===== src/rtl/grf_wb_arbiter.sv =====
`default_nettype none
// +----------------------------------------------------------------------------+
// | Module      : grf_wb_arbiter                                               |
// | Description : Write-side front end of the general register file. Merges    |
// |               the in-order W-stage writeback (primary) with results from   |
// |               variable-latency producers (secondary) onto the register     |
// |               file's single write port. Primary writes always win;         |
// |               secondary writes wait in a small FIFO and drain in cycles    |
// |               where the write port is otherwise idle.                      |
// | Ports       : clk, reset (sync, active-high)                               |
// |               iP_WE/iP_Addr/iP_Data/iP_PC8     primary write request       |
// |               iS_Valid/iS_Addr/iS_Data/iS_PC8  secondary offer             |
// |               oS_Ready                         secondary accepted          |
// |               oWE/oA3_Addr/oWD/oPC8            register file write port    |
// |               oPending                         regs with a live queued     |
// |                                                write (bit 0 always 0)      |
// | Options     : WB_TRACE_EN - print every committed write to the log         |
// | Revision    : 1.0 - initial release                                        |
// +----------------------------------------------------------------------------+
module grf_wb_arbiter #(
    parameter int DEPTH = 4
) (
    input  logic        clk,
    input  logic        reset,
    input  logic        iP_WE,
    input  logic [4:0]  iP_Addr,
    input  logic [31:0] iP_Data,
    input  logic [31:0] iP_PC8,
    input  logic        iS_Valid,
    input  logic [4:0]  iS_Addr,
    input  logic [31:0] iS_Data,
    input  logic [31:0] iS_PC8,
    output logic        oS_Ready,
    output logic        oWE,
    output logic [4:0]  oA3_Addr,
    output logic [31:0] oWD,
    output logic [31:0] oPC8,
    output logic [31:0] oPending
);

    localparam int AW = (DEPTH > 1) ? $clog2(DEPTH) : 1;

    // Pointers carry one extra wrap bit to tell full from empty.
    logic [AW:0]      r_wr_ptr;
    logic [AW:0]      r_rd_ptr;
    // An entry's live bit is cleared when it is popped, so live=1 also
    // implies the slot is occupied.
    logic [DEPTH-1:0] r_live;
    logic [4:0]       r_addr [DEPTH];
    logic [31:0]      r_data [DEPTH];
    logic [31:0]      r_pc8  [DEPTH];

    logic [AW-1:0]    w_wr_idx;
    logic [AW-1:0]    w_rd_idx;
    logic             w_p_live;
    logic             w_empty;
    logic             w_full;
    logic             w_push;
    logic             w_pop;
    logic [31:0]      w_pend;

    assign w_wr_idx = r_wr_ptr[AW-1:0];
    assign w_rd_idx = r_rd_ptr[AW-1:0];
    assign w_p_live = iP_WE && (iP_Addr != 5'd0);
    assign w_empty  = (r_wr_ptr == r_rd_ptr);
    assign w_full   = (r_wr_ptr[AW] != r_rd_ptr[AW]) &&
                      (r_wr_ptr[AW-1:0] == r_rd_ptr[AW-1:0]);
    assign oS_Ready = !w_full;
    assign w_push   = iS_Valid && !w_full;
    // The head is never presented while reset is held, so a reset landing
    // mid-drain cannot leak a partial write.
    assign w_pop    = !w_p_live && !w_empty && !reset;

    // Write port mux: primary has absolute priority, then the FIFO head.
    always_comb begin
        oWE      = 1'b0;
        oA3_Addr = 5'd0;
        oWD      = 32'd0;
        oPC8     = 32'd0;
        if (w_p_live) begin
            oWE      = 1'b1;
            oA3_Addr = iP_Addr;
            oWD      = iP_Data;
            oPC8     = iP_PC8;
        end else if (w_pop) begin
            oWE      = r_live[w_rd_idx];
            oA3_Addr = r_addr[w_rd_idx];
            oWD      = r_data[w_rd_idx];
            oPC8     = r_pc8[w_rd_idx];
        end
    end

    // Control state: pointers and live bits.
    always_ff @(posedge clk) begin
        if (reset) begin
            r_wr_ptr <= '0;
            r_rd_ptr <= '0;
            r_live   <= '0;
        end else begin
            // A live primary write to X makes every older queued write to X
            // stale. The push below overrides this for its own slot, so a
            // same-cycle push to X survives.
            for (int i = 0; i < DEPTH; i++) begin
                if (w_p_live && (r_addr[i] == iP_Addr)) begin
                    r_live[i] <= 1'b0;
                end
            end
            if (w_pop) begin
                r_live[w_rd_idx] <= 1'b0;
                r_rd_ptr         <= r_rd_ptr + 1'b1;
            end
            if (w_push) begin
                r_live[w_wr_idx] <= (iS_Addr != 5'd0);
                r_wr_ptr         <= r_wr_ptr + 1'b1;
            end
        end
    end

    // Payload storage needs no reset; occupancy is tracked by the pointers.
    always_ff @(posedge clk) begin
        if (w_push) begin
            r_addr[w_wr_idx] <= iS_Addr;
            r_data[w_wr_idx] <= iS_Data;
            r_pc8[w_wr_idx]  <= iS_PC8;
        end
    end

    // Pending vector for the hazard unit, derived from registered state.
    always_comb begin
        w_pend = 32'd0;
        for (int i = 0; i < DEPTH; i++) begin
            if (r_live[i] && (r_addr[i] != 5'd0)) begin
                w_pend[r_addr[i]] = 1'b1;
            end
        end
    end

    assign oPending = w_pend;

`ifdef WB_TRACE_EN
    always_ff @(posedge clk) begin
        if (!reset && oWE) begin
            $display("%d@%h: $%d <= %h", $time, oPC8 - 32'd8, oA3_Addr, oWD);
        end
    end
`endif

endmodule
`default_nettype wire


===== config.mk =====
export PLATFORM = sky130hd
export DESIGN_NAME = grf_wb_arbiter
export DESIGN_NICKNAME = d
export VERILOG_FILES = /design/src/rtl/grf_wb_arbiter.sv
export SDC_FILE = /design/constraint.sdc
export NUM_CORES = 1
export LEC_CHECK = 0
export CORE_MARGIN = 1.5
export CORE_UTILIZATION = 30
export CTS_CLUSTER_DIAMETER = 80
export CTS_CLUSTER_SIZE = 24
export DETAILED_ROUTE_END_ITERATION = 12
export MAX_ROUTING_LAYER = met4
export PLACE_DENSITY = 0.61
export SETUP_SLACK_MARGIN = 0.02
export SYNTH_ARGS = -nofsm -noshare
export SYNTH_HDL_FRONTEND = slang
export SYNTH_SLANG_ARGS = --single-unit

===== constraint.sdc =====
create_clock -name clk -period 10.2 [get_ports clk]
set_input_delay 2.04 -clock clk [delete_from_list [all_inputs] [get_ports clk]]
set_output_delay 2.04 -clock clk [all_outputs]
set_load 0.02 [all_outputs]

==> Word level (Yosys, flattened, before mapping) <==
Memory sizes are Yosys's and may differ from the RTL's. A register that Yosys moved wholly into a read port is not among the register bits.
Cells that the tools add are included.
{ "word_totals": {"out_inout_bits": 103, "ramBits": 276, "memories": 3, "register_bits": 10, "input_bits": 142, "elab_cells": 107} }
{ "classes": {"addsub": 2, "order_cmp": 12, "eq_ne": 7, "n_mux": 46, "n_reduce_logical": 29, "bitwise_logic": 5} }
{ "mem_list": {"columns": ["memory", "depth", "width", "read_ports", "rd_clocked_by_memory_dff", "write_ports", "line_no", "text"], "rows": [
  ["r_data", 4, 32, 1, 1, 1, "50", "logic [31:0] r_data [DEPTH];"],
  ["r_pc8", 4, 32, 1, 1, 1, "51", "logic [31:0] r_pc8 [DEPTH];"],
  ["r_addr", 4, 5, 5, 1, 1, "49", "logic [4:0] r_addr [DEPTH];"]
]} }
{ "op_table": {"columns": ["operator", "count"], "rows": [
  ["$mux 32", 8],
  ["$or 32x32->32", 3],
  ["$reduce_bool 5->1", 6],
  ["$lt 5x6->1 const B", 4],
  ["$demux 1 s5", 4],
  ["$eq 5x5->1", 4],
  ["$ge 5x1->1 const B", 4],
  ["$logic_and 1x1->1", 19],
  ["$mux 1", 19],
  ["$mux 2", 6],
  ["$mux 4", 3],
  ["$mux 5", 2],
  ["$add 3x1->3 const B", 2],
  ["$lt 2x3->1 const B", 2],
  ["$and 4x4->4", 1],
  ["$bwmux 4", 1],
  ["$demux 1 s2", 2],
  ["$ge 2x1->1 const B", 2],
  ["$logic_not 1->1", 4],
  ["$not 4->4", 1],
  ["$eq 3x3->1", 1],
  ["$bmux 1 s2", 1],
  ["$eq 2x2->1", 1],
  ["$ne 1x1->1", 1]
]} }

==> Depth between registers and ports, before layout <==
Gate-level depths: netlist of the first run.
{ "logic_depth": {"word_depth": 11, "depth_mapped": 7, "depth_no_buf": 6} }

==> Least setup slack after synthesis of the first run <==
OpenSTA, ideal clock, no wires.
{ "synth_path": {"kind": "input to register", "startpoint": "input iS_Valid", "endpoint": "register r_live[3]", "t_arrival_ns": 6.004, "slack_ns": 3.873, "stages": 3, "path_buffers": 0, "cell_sequence": "nand2_1 > a31oi_1 > o31ai_1"} }
{ "synth_via": {"elab_chain_len": 2} }
{ "synth_lines": {"columns": ["item", "line_no", "text"], "rows": [
  ["start: declaration", "29", "input logic iS_Valid,"],
  ["$logic_and 1x1->1", "69", "assign w_push = iS_Valid && !w_full;"],
  ["$mux 4", "112", "if (w_push) begin"],
  ["end signal: indexed assignment", "113", "r_live[w_wr_idx] <= (iS_Addr != 5'd0);"],
  ["end: declaration", "48", "logic [DEPTH-1:0] r_live;"]
]} }
No other way between the ends.
A chain may end at the register's enable or synchronous reset.

==> Final worst setup path of the first run <==
{ "layout_path": {"startpoint": "input iP_Addr[1]", "endpoint": "output oWD[13]"} }
{ "layout_via": {"elab_chain_len": 7} }
{ "layout_lines": {"columns": ["item", "line_no", "text"], "rows": [
  ["start: declaration", "26", "input logic [4:0] iP_Addr,"],
  ["$reduce_bool 5->1 (*)", "64", "assign w_p_live = iP_WE && (iP_Addr != 5'd0);"],
  ["$logic_and 1x1->1 (*)", "64", null],
  ["$logic_not 1->1", "72", "assign w_pop = !w_p_live && !w_empty && !reset;"],
  ["$logic_and 1x1->1 (2 in a row)", "72", null],
  ["$mux 32", "85", "end else if (w_pop) begin"],
  ["$mux 32 (*)", "80", "if (w_p_live) begin"],
  ["end: declaration", "36", "output logic [31:0] oWD,"]
]} }
Mark *: on every way between the ends. The rest lies on a longest branch, timed or not.

==> out/metrics.yaml, run 1 <==
outcome:
  outcome: "finished clean"
place:
  port-buffer-count: 243
  gp_congestion: 0.9087
  dp_slack_ns: 2.148
  dp.cells: 1468
  dpl_cell_area_sq_mm: 0.01564
  dp_hpwl_microns: 21890
cells_and_area:
  area_delta_synth_final_pct: 28.17
  stdcell_area_sq_mm: 0.01621
  utilization_pct: 38.81
  drive_above_1_share_pct: 12.87
  num-fill-cells: 3855
  nets: 1099
  final_cells: 1496
critical_path:
  critPathMaxFanout: 71
  r2r_start: "r_rd_ptr[0]$_SDFFE_PP0P_"
  crit_type: "primary input to output pin"
  crit_buf_inv: 3
  path_cells: "clkdlybuf4s50_1 > or4_4 > o21a_4 > nor2_4 > buf_4 > a22o_1 > clkdlybuf4s50_1"
  crit_family: "buffers and inverters"
  cp-start-kind: "primary input"
  cp-end-kind: "output pin"
  crit_path_start: "iP_Addr[1]"
  cp_common_cell: "clkdlybuf4s50_1"
  cp.required_ns: 8.16
  cpMaxStageDelayCell: "nor2_4"
  crit_arrival_ns: 5.90
  cpPeakStageDelay_ns: 0.85
routing:
  avgViaCountPerCell: 5.217
  wire_per_inst_microns: 22.60
  drt_iter0_markers: 461
  ant_nets: 0
  drc: 0
  firstDrtPassIters: 5
  route.final.wire_length_microns: 33810
  vias: 7805
timing:
  tightest_slew_ns: 1.110
  worst_slack_ns: 2.257
  final-setup-viol-count: 0
  fin_tns_setup_ns: 0
  fmax_mhz: 125.9
  drv_slew: 0
  hold_violations: 0
  hold_ws_ns: 0.5275
  relSlewSlack_pct: 26.01
  rsz0062_at_grt: "false"
  finalCritPeriodShare_pct: 77.87
  skew_ns: 0.02189
  period_minus_slack_ns: 7.943
floorplan:
  initial_core_util_pct: 30.28
  coreArea_sq_mm: 0.04176
  num_rows: 75
  dieArea_sq_mm: 0.04339
  fp.dieH_microns: 208.3
  io_pins: 245
  die_w_microns: 208.3
clock_network:
  htree_levels: 1
  cts_root_buffer: "clkbuf_16"
  cts_hold_buffers: 0
  insertion_delay_ns: 0.53
  post-cts-setup-buffers: 0
  cts_tree: "done"
  cts_resized: 0
  path_clk_slew_ns: 0.08
  cts_buffers: 18
  cts_sinks: 288
  clockBufferDepth: 3
power_and_ir_drop:
  p_per_area_mw_per_mm2: 167.6
  power_mw: 2.716
  cellLeakagePower_nw: 4.962
  ir_drop_v: 0.0001177
grt:
  grt_max_degree: 72
  grtUsageTotal_pct: 15.77
  grt_pass1_vias: 8140
  grt_remaining_overflow: 0
  antenna_found_initial: 1
  grt_pass1_wl_microns: 50670
synth:
  syn-cell-area_sq_mm: 0.01264
  synth_fp_nets: 885
  ys_types: 49
  syn_avg_cell_area_sq_um: 17.20
  synth_flop_cell: "edfxtp_1"
  synthCells: 735
  synth_seq_cells: 288
  ys_seq_area_share_pct: 67.45
  async_flop_share_pct: 0
  synth_warnings: 0
  synth_edf_count: 276
flow_run:
  maxCapViolCount: 0
worst_hold_path:
  min-delay-start: "r_rd_ptr[2]$_SDFFE_PP0P_"
  hold_class: "register to register"
-- synth_stat cells (2+ instances only) --
library cell  number  area, sq um
or3_1              2        12.51
dfxtp_1           12        240.2
o21ai_0            2        10.01
inv_1              7        26.28
o221ai_1           5        43.79
nand2_1           31        116.4
buf_2             12        60.06
a31o_2             2        17.52
o211ai_1           8        60.06
mux4_2            70         1577
buf_4              2        15.01
o41ai_1            4        35.03
edfxtp_1         276         8288
o31ai_1            5        37.54
buf_6              2        22.52
clkbuf_1          41        153.9
nand3_1           12        60.06
xnor2_1           17        148.9
nor3_1             5        25.02
nand2b_1           6        37.54
a22o_1            69        604.3
o32ai_1            2        17.52
a31oi_1            4        25.02
mux2i_1            2        20.02
o22ai_1           16        100.1
nor3b_1            9        67.56
nor2b_1            8        50.05
nor2_1            26        97.59
a221o_1           18        180.2
a32oi_1            5        43.79
nand3b_1           8        60.06
a21oi_1            9        45.04
xor2_1             9        78.83
ha_1               8        100.1
and3_1             3        18.77
or3b_2             5        43.79
-- final timing paths --
kind,end,slack (ns),cells after the start
max,oWD[13],2.26,7
min,r_rd_ptr[2]$_SDFFE_PP0P_,0.53,2
max reg2reg,r_pc8[2][7]$_DFFE_PP_,7.11,3
min reg2reg,r_rd_ptr[2]$_SDFFE_PP0P_,0.53,2
-- area by class of cell --
class / instances / area (sq um) / area share [%]
diodes: 1 / 2.502 / 0.01544
clock buffers: 19 / 475.5 / 2.934
clock inverters: 8 / 90.09 / 0.5559
inverters: 7 / 26.28 / 0.1621
multi-input cells: 382 / 3902 / 24.08
flip-flops and latches: 288 / 8536 / 52.67
well taps: 539 / 674.4 / 4.161
repair buffers: 252 / 2500 / 15.43
-- tightest hold or removal path: cells and delay by family (launching register included) --
family          cells  cell delay [ns]
flops               1             0.35
compound gates      2             0.14
-- flip-flops by register name (all words and copies together), names as in the netlist, named ones only --
name and flops:
r_live 4, r_rd_ptr 3, r_wr_ptr 3, r_pc8 128
r_addr 20, r_data 128
-- power breakdown --
part	internal [mW]	total (mW)	leakage (nW)	switching, mW
logic	0.279	0.542	2.05	0.263
registers	1.36	1.41	2.63	0.0544
clock network	0.354	0.760	0.275	0.406
total	1.99	2.72	4.96	0.724
-- logic make-up after synthesis --
kind of cell	Yosys count	synth area share (%)
AO/OA/AOI/OAI	152	9.856
XOR/XNOR	26	1.801
adder cells (fa/ha/maj)	8	0.7916
buffers and inverters	65	2.226
flip-flops	288	67.45
multiplexers	73	12.72
other	1	0.02966
AND/OR/NAND/NOR	122	5.136
-- placed cells by master, fill, tap and decap left out, types with 2 or more instances in the layout --
master / n
o31ai_1: 5
nand3b_1: 8
o32ai_1: 2
dfxtp_4: 2
o221ai_1: 5
clkbuf_16: 19
nand2_1: 31
o41ai_1: 4
xnor2_1: 17
inv_16: 2
a31oi_4: 4
dfxtp_1: 10
nor2_1: 26
a31o_2: 2
xor2_1: 9
nand2b_1: 6
a21oi_1: 9
nor3_1: 5
o22ai_1: 16
edfxtp_1: 276
clkdlybuf4s50_1: 243
ha_1: 8
o21ai_0: 2
mux4_2: 70
a32oi_1: 5
or3b_2: 5
or3_1: 2
a221o_1: 18
buf_4: 9
nor3b_1: 9
nand3_1: 12
inv_1: 7
nor2b_1: 8
o211ai_1: 8
and3_1: 3
inv_6: 2
a22o_1: 69
mux2i_1: 2
-- metal layers --
| metal | routed length, microns | GRT usage [%] |
|---|---|---|
| met1 | 14510 | 20.33 |
| met2 | 16510 | 25.95 |
| met3 | 2247 | 2.898 |
| met4 | 546 | 3.499 |
| met5 | 0 | - |
Note: power is estimated with default switching activity, not from simulation.
==> inputs of run 2 (changes only) <==
PLACE_DENSITY = 0.63   (was 0.61)
clock period = 6.45 ns   (was 10.2 ns; I/O delays follow)
==> run 2 against run 1 <==
Worst hold slack better by 0.00064 ns. Via count decreased by 1.1%. Clock-buffer cell count grew 2. Clock power increased by 46%. Combinational power up 56%. Sequential share of layout area shrank 0.069 points. Largest power group unchanged. Highest routed layer unchanged. Sequential power grew 60%. Critical path type unchanged.
==> out/metrics.yaml, run 2 (same netlist as run 1, synthesis figures left out) <==
clock_network:
  path_clk_slew_ns: 0.09
  post-cts-setup-buffers: 0
  cts_tree: "done"
  cts_hold_buffers: 0
  cts_root_buffer: "clkbuf_16"
  clockBufferDepth: 3
  cts_sinks: 288
  cts_resized: 0
  htree_levels: 1
  cts_buffers: 17
  insertion_delay_ns: 0.51
place:
  dp_hpwl_microns: 20870
  dp_slack_ns: 0.8948
  dpl_cell_area_sq_mm: 0.01571
  port-buffer-count: 243
  gp_congestion: 0.8523
timing:
  relSlewSlack_pct: 27.87
  skew_ns: 0.02855
  hold_violations: 0
  worst_slack_ns: 0.8656
  fmax_mhz: 179.1
  tightest_slew_ns: 1.074
  rsz0062_at_grt: "false"
  final-setup-viol-count: 0
  drv_slew: 0
  finalCritPeriodShare_pct: 86.58
  fin_tns_setup_ns: 0
  period_minus_slack_ns: 5.584
floorplan:
  die_w_microns: 208.3
  fp.dieH_microns: 208.3
  io_pins: 245
  dieArea_sq_mm: 0.04339
  num_rows: 75
  initial_core_util_pct: 30.28
  coreArea_sq_mm: 0.04176
grt:
  grt_pass1_vias: 7890
  grtUsageTotal_pct: 15.03
  grt_pass1_wl_microns: 48750
  grt_max_degree: 71
  grt_remaining_overflow: 0
  antenna_found_initial: 3
power_and_ir_drop:
  combinationalPowerShare_pct: 20.1
  switching_share_pct: 26.17
  p_sw_mw: 1.103
  seq_power_share_pct: 53.5
  p_per_area_mw_per_mm2: 259.6
  p_clk_share_pct: 26.5
  power_mw: 4.212
  ir_drop_v: 0.0001476
  intPower_mw: 3.110
  cellLeakagePower_nw: 4.967
cells_and_area:
  multi_input_area_sq_mm: 0.003902
  utilization_pct: 38.86
  layout_commonest_cell: "edfxtp_1"
  nets: 1103
  final_cell_mix: "276 x edfxtp_1, 243 x clkdlybuf4s50_1, 70 x mux4_2"
  reg_top3: "r_data x128, r_pc8 x128, r_addr x20"
  seq_area_sq_mm: 0.008536
  area_delta_synth_final_pct: 28.34
  drive_above_1_share_pct: 13.10
  num-fill-cells: 3834
  stdcell_area_sq_mm: 0.01623
outcome:
  outcome: "finished clean"
routing:
  route.final.wire_length_microns: 32080
  ant_nets: 0
  firstDrtPassIters: 5
  drc: 0
  avgViaCountPerCell: 5.133
  vias: 7720
  wire_per_inst_microns: 21.33
  drt_iter0_markers: 462
critical_path:
  crit_type: "primary input to output pin"
  cp.required_ns: 5.16
  crit_family: "buffers and inverters"
  crit_arrival_ns: 4.29
  path_cells: "clkdlybuf4s50_1 > or4_4 > o21a_4 > nor2_4 > buf_4 > a22o_1 > clkdlybuf4s50_1"
  crit_path_start: "iP_Addr[1]"
  cp-end-kind: "output pin"
  cpMaxStageDelayCell: "or4_4"
  ff2ff_path_depth: 3
  worstSetupPathDepth: 7
  crit_buf_inv: 3
  crit_end: "oWD[17]"
  r2r_start: "r_rd_ptr[0]$_SDFFE_PP0P_"
  cp-start-kind: "primary input"
  reg2reg_slack_ns: 3.74
  worstReg2RegEnd: "r_data[1][6]$_DFFE_PP_"
  critPathMaxFanout: 15
  cp_common_cell: "clkdlybuf4s50_1"
  cpPeakStageDelay_ns: 0.63
worst_hold_path:
  hold_class: "register to register"
flow_run:
  maxCapViolCount: 0
## run 2: changes by cell type in the layout (fill, tap and decap cells not counted)
cell / before / now
buf_12: 0 / 3
buf_4: 9 / 11
clkbuf_1: 0 / 4
clkbuf_16: 19 / 17
clkinv_1: 1 / 0
clkinv_8: 1 / 0
diode_2: 1 / 3
inv_12: 0 / 1
inv_16: 2 / 0
inv_6: 2 / 3
inv_8: 0 / 1
## run 2: power groups by stage
| stage | logic, mW | registers [mW] | clock network, mW |
|---|---|---|---|
| floorplan | 0.554 | 2.22 | 0 |
| detailed placement | 0.859 | 2.30 | 0 |
| global placement | 0.856 | 2.30 | 0 |
| finish | 0.846 | 2.25 | 1.11 |
| CTS | 0.862 | 2.26 | 1.17 |
| global route | 0.906 | 2.27 | 1.23 |
## run 2: per-layer routing
metal	up-vias	share of wire, %	routed length (microns)	track usage (%)
met2	277	48	15430	24.17
met1	3927	44	14110	19.90
met3	30	6.6	2106	3.109
met5	-	0	0	-
met4	0	1.4	436	2.618
li1	3486	-	-	-
## run 2: tightest hold or removal path, delay by kind of cell, from the launching register on
family / cells / cell delay, ns
DFF: 1 / 0.35
AOI/OAI and AO/OA: 2 / 0.13
## run 2: cell type report
type,instances,share of cell area [%]
Sequential cell,288,52.60
Multi-Input combinational cell,382,24.05
Timing Repair Buffer,257,15.87
Tap cell,539,4.156
Clock buffer,21,2.714
Clock inverter,7,0.4086
Inverter,7,0.1619
Antenna cell,3,0.04626
## run 2: worst min path at each step
stage | from | endpoint | slack, ns | cells past startpoint
after detailed placement | r_rd_ptr[2]$_SDFFE_PP0P_ | r_rd_ptr[2]$_SDFFE_PP0P_ | 0.52 | 2
after global routing | r_rd_ptr[2]$_SDFFE_PP0P_ | r_rd_ptr[2]$_SDFFE_PP0P_ | 0.55 | 2
final | r_rd_ptr[2]$_SDFFE_PP0P_ | r_rd_ptr[2]$_SDFFE_PP0P_ | 0.53 | 2
after CTS | r_rd_ptr[2]$_SDFFE_PP0P_ | r_rd_ptr[2]$_SDFFE_PP0P_ | 0.53 | 2
after global placement | r_rd_ptr[2]$_SDFFE_PP0P_ | r_rd_ptr[2]$_SDFFE_PP0P_ | 0.50 | 2
after floorplan | r_rd_ptr[2]$_SDFFE_PP0P_ | r_rd_ptr[2]$_SDFFE_PP0P_ | 0.49 | 2
## run 2: per-stage QoR
step,cells,hold slack [ns]
6_report,1504,0.5282
4_1_cts,1501,0.5302
3_5_place_dp,1473,0.5179
3_3_place_gp,1473,0.4983
2_1_floorplan,735,0.4879
5_1_grt,1504,0.5511
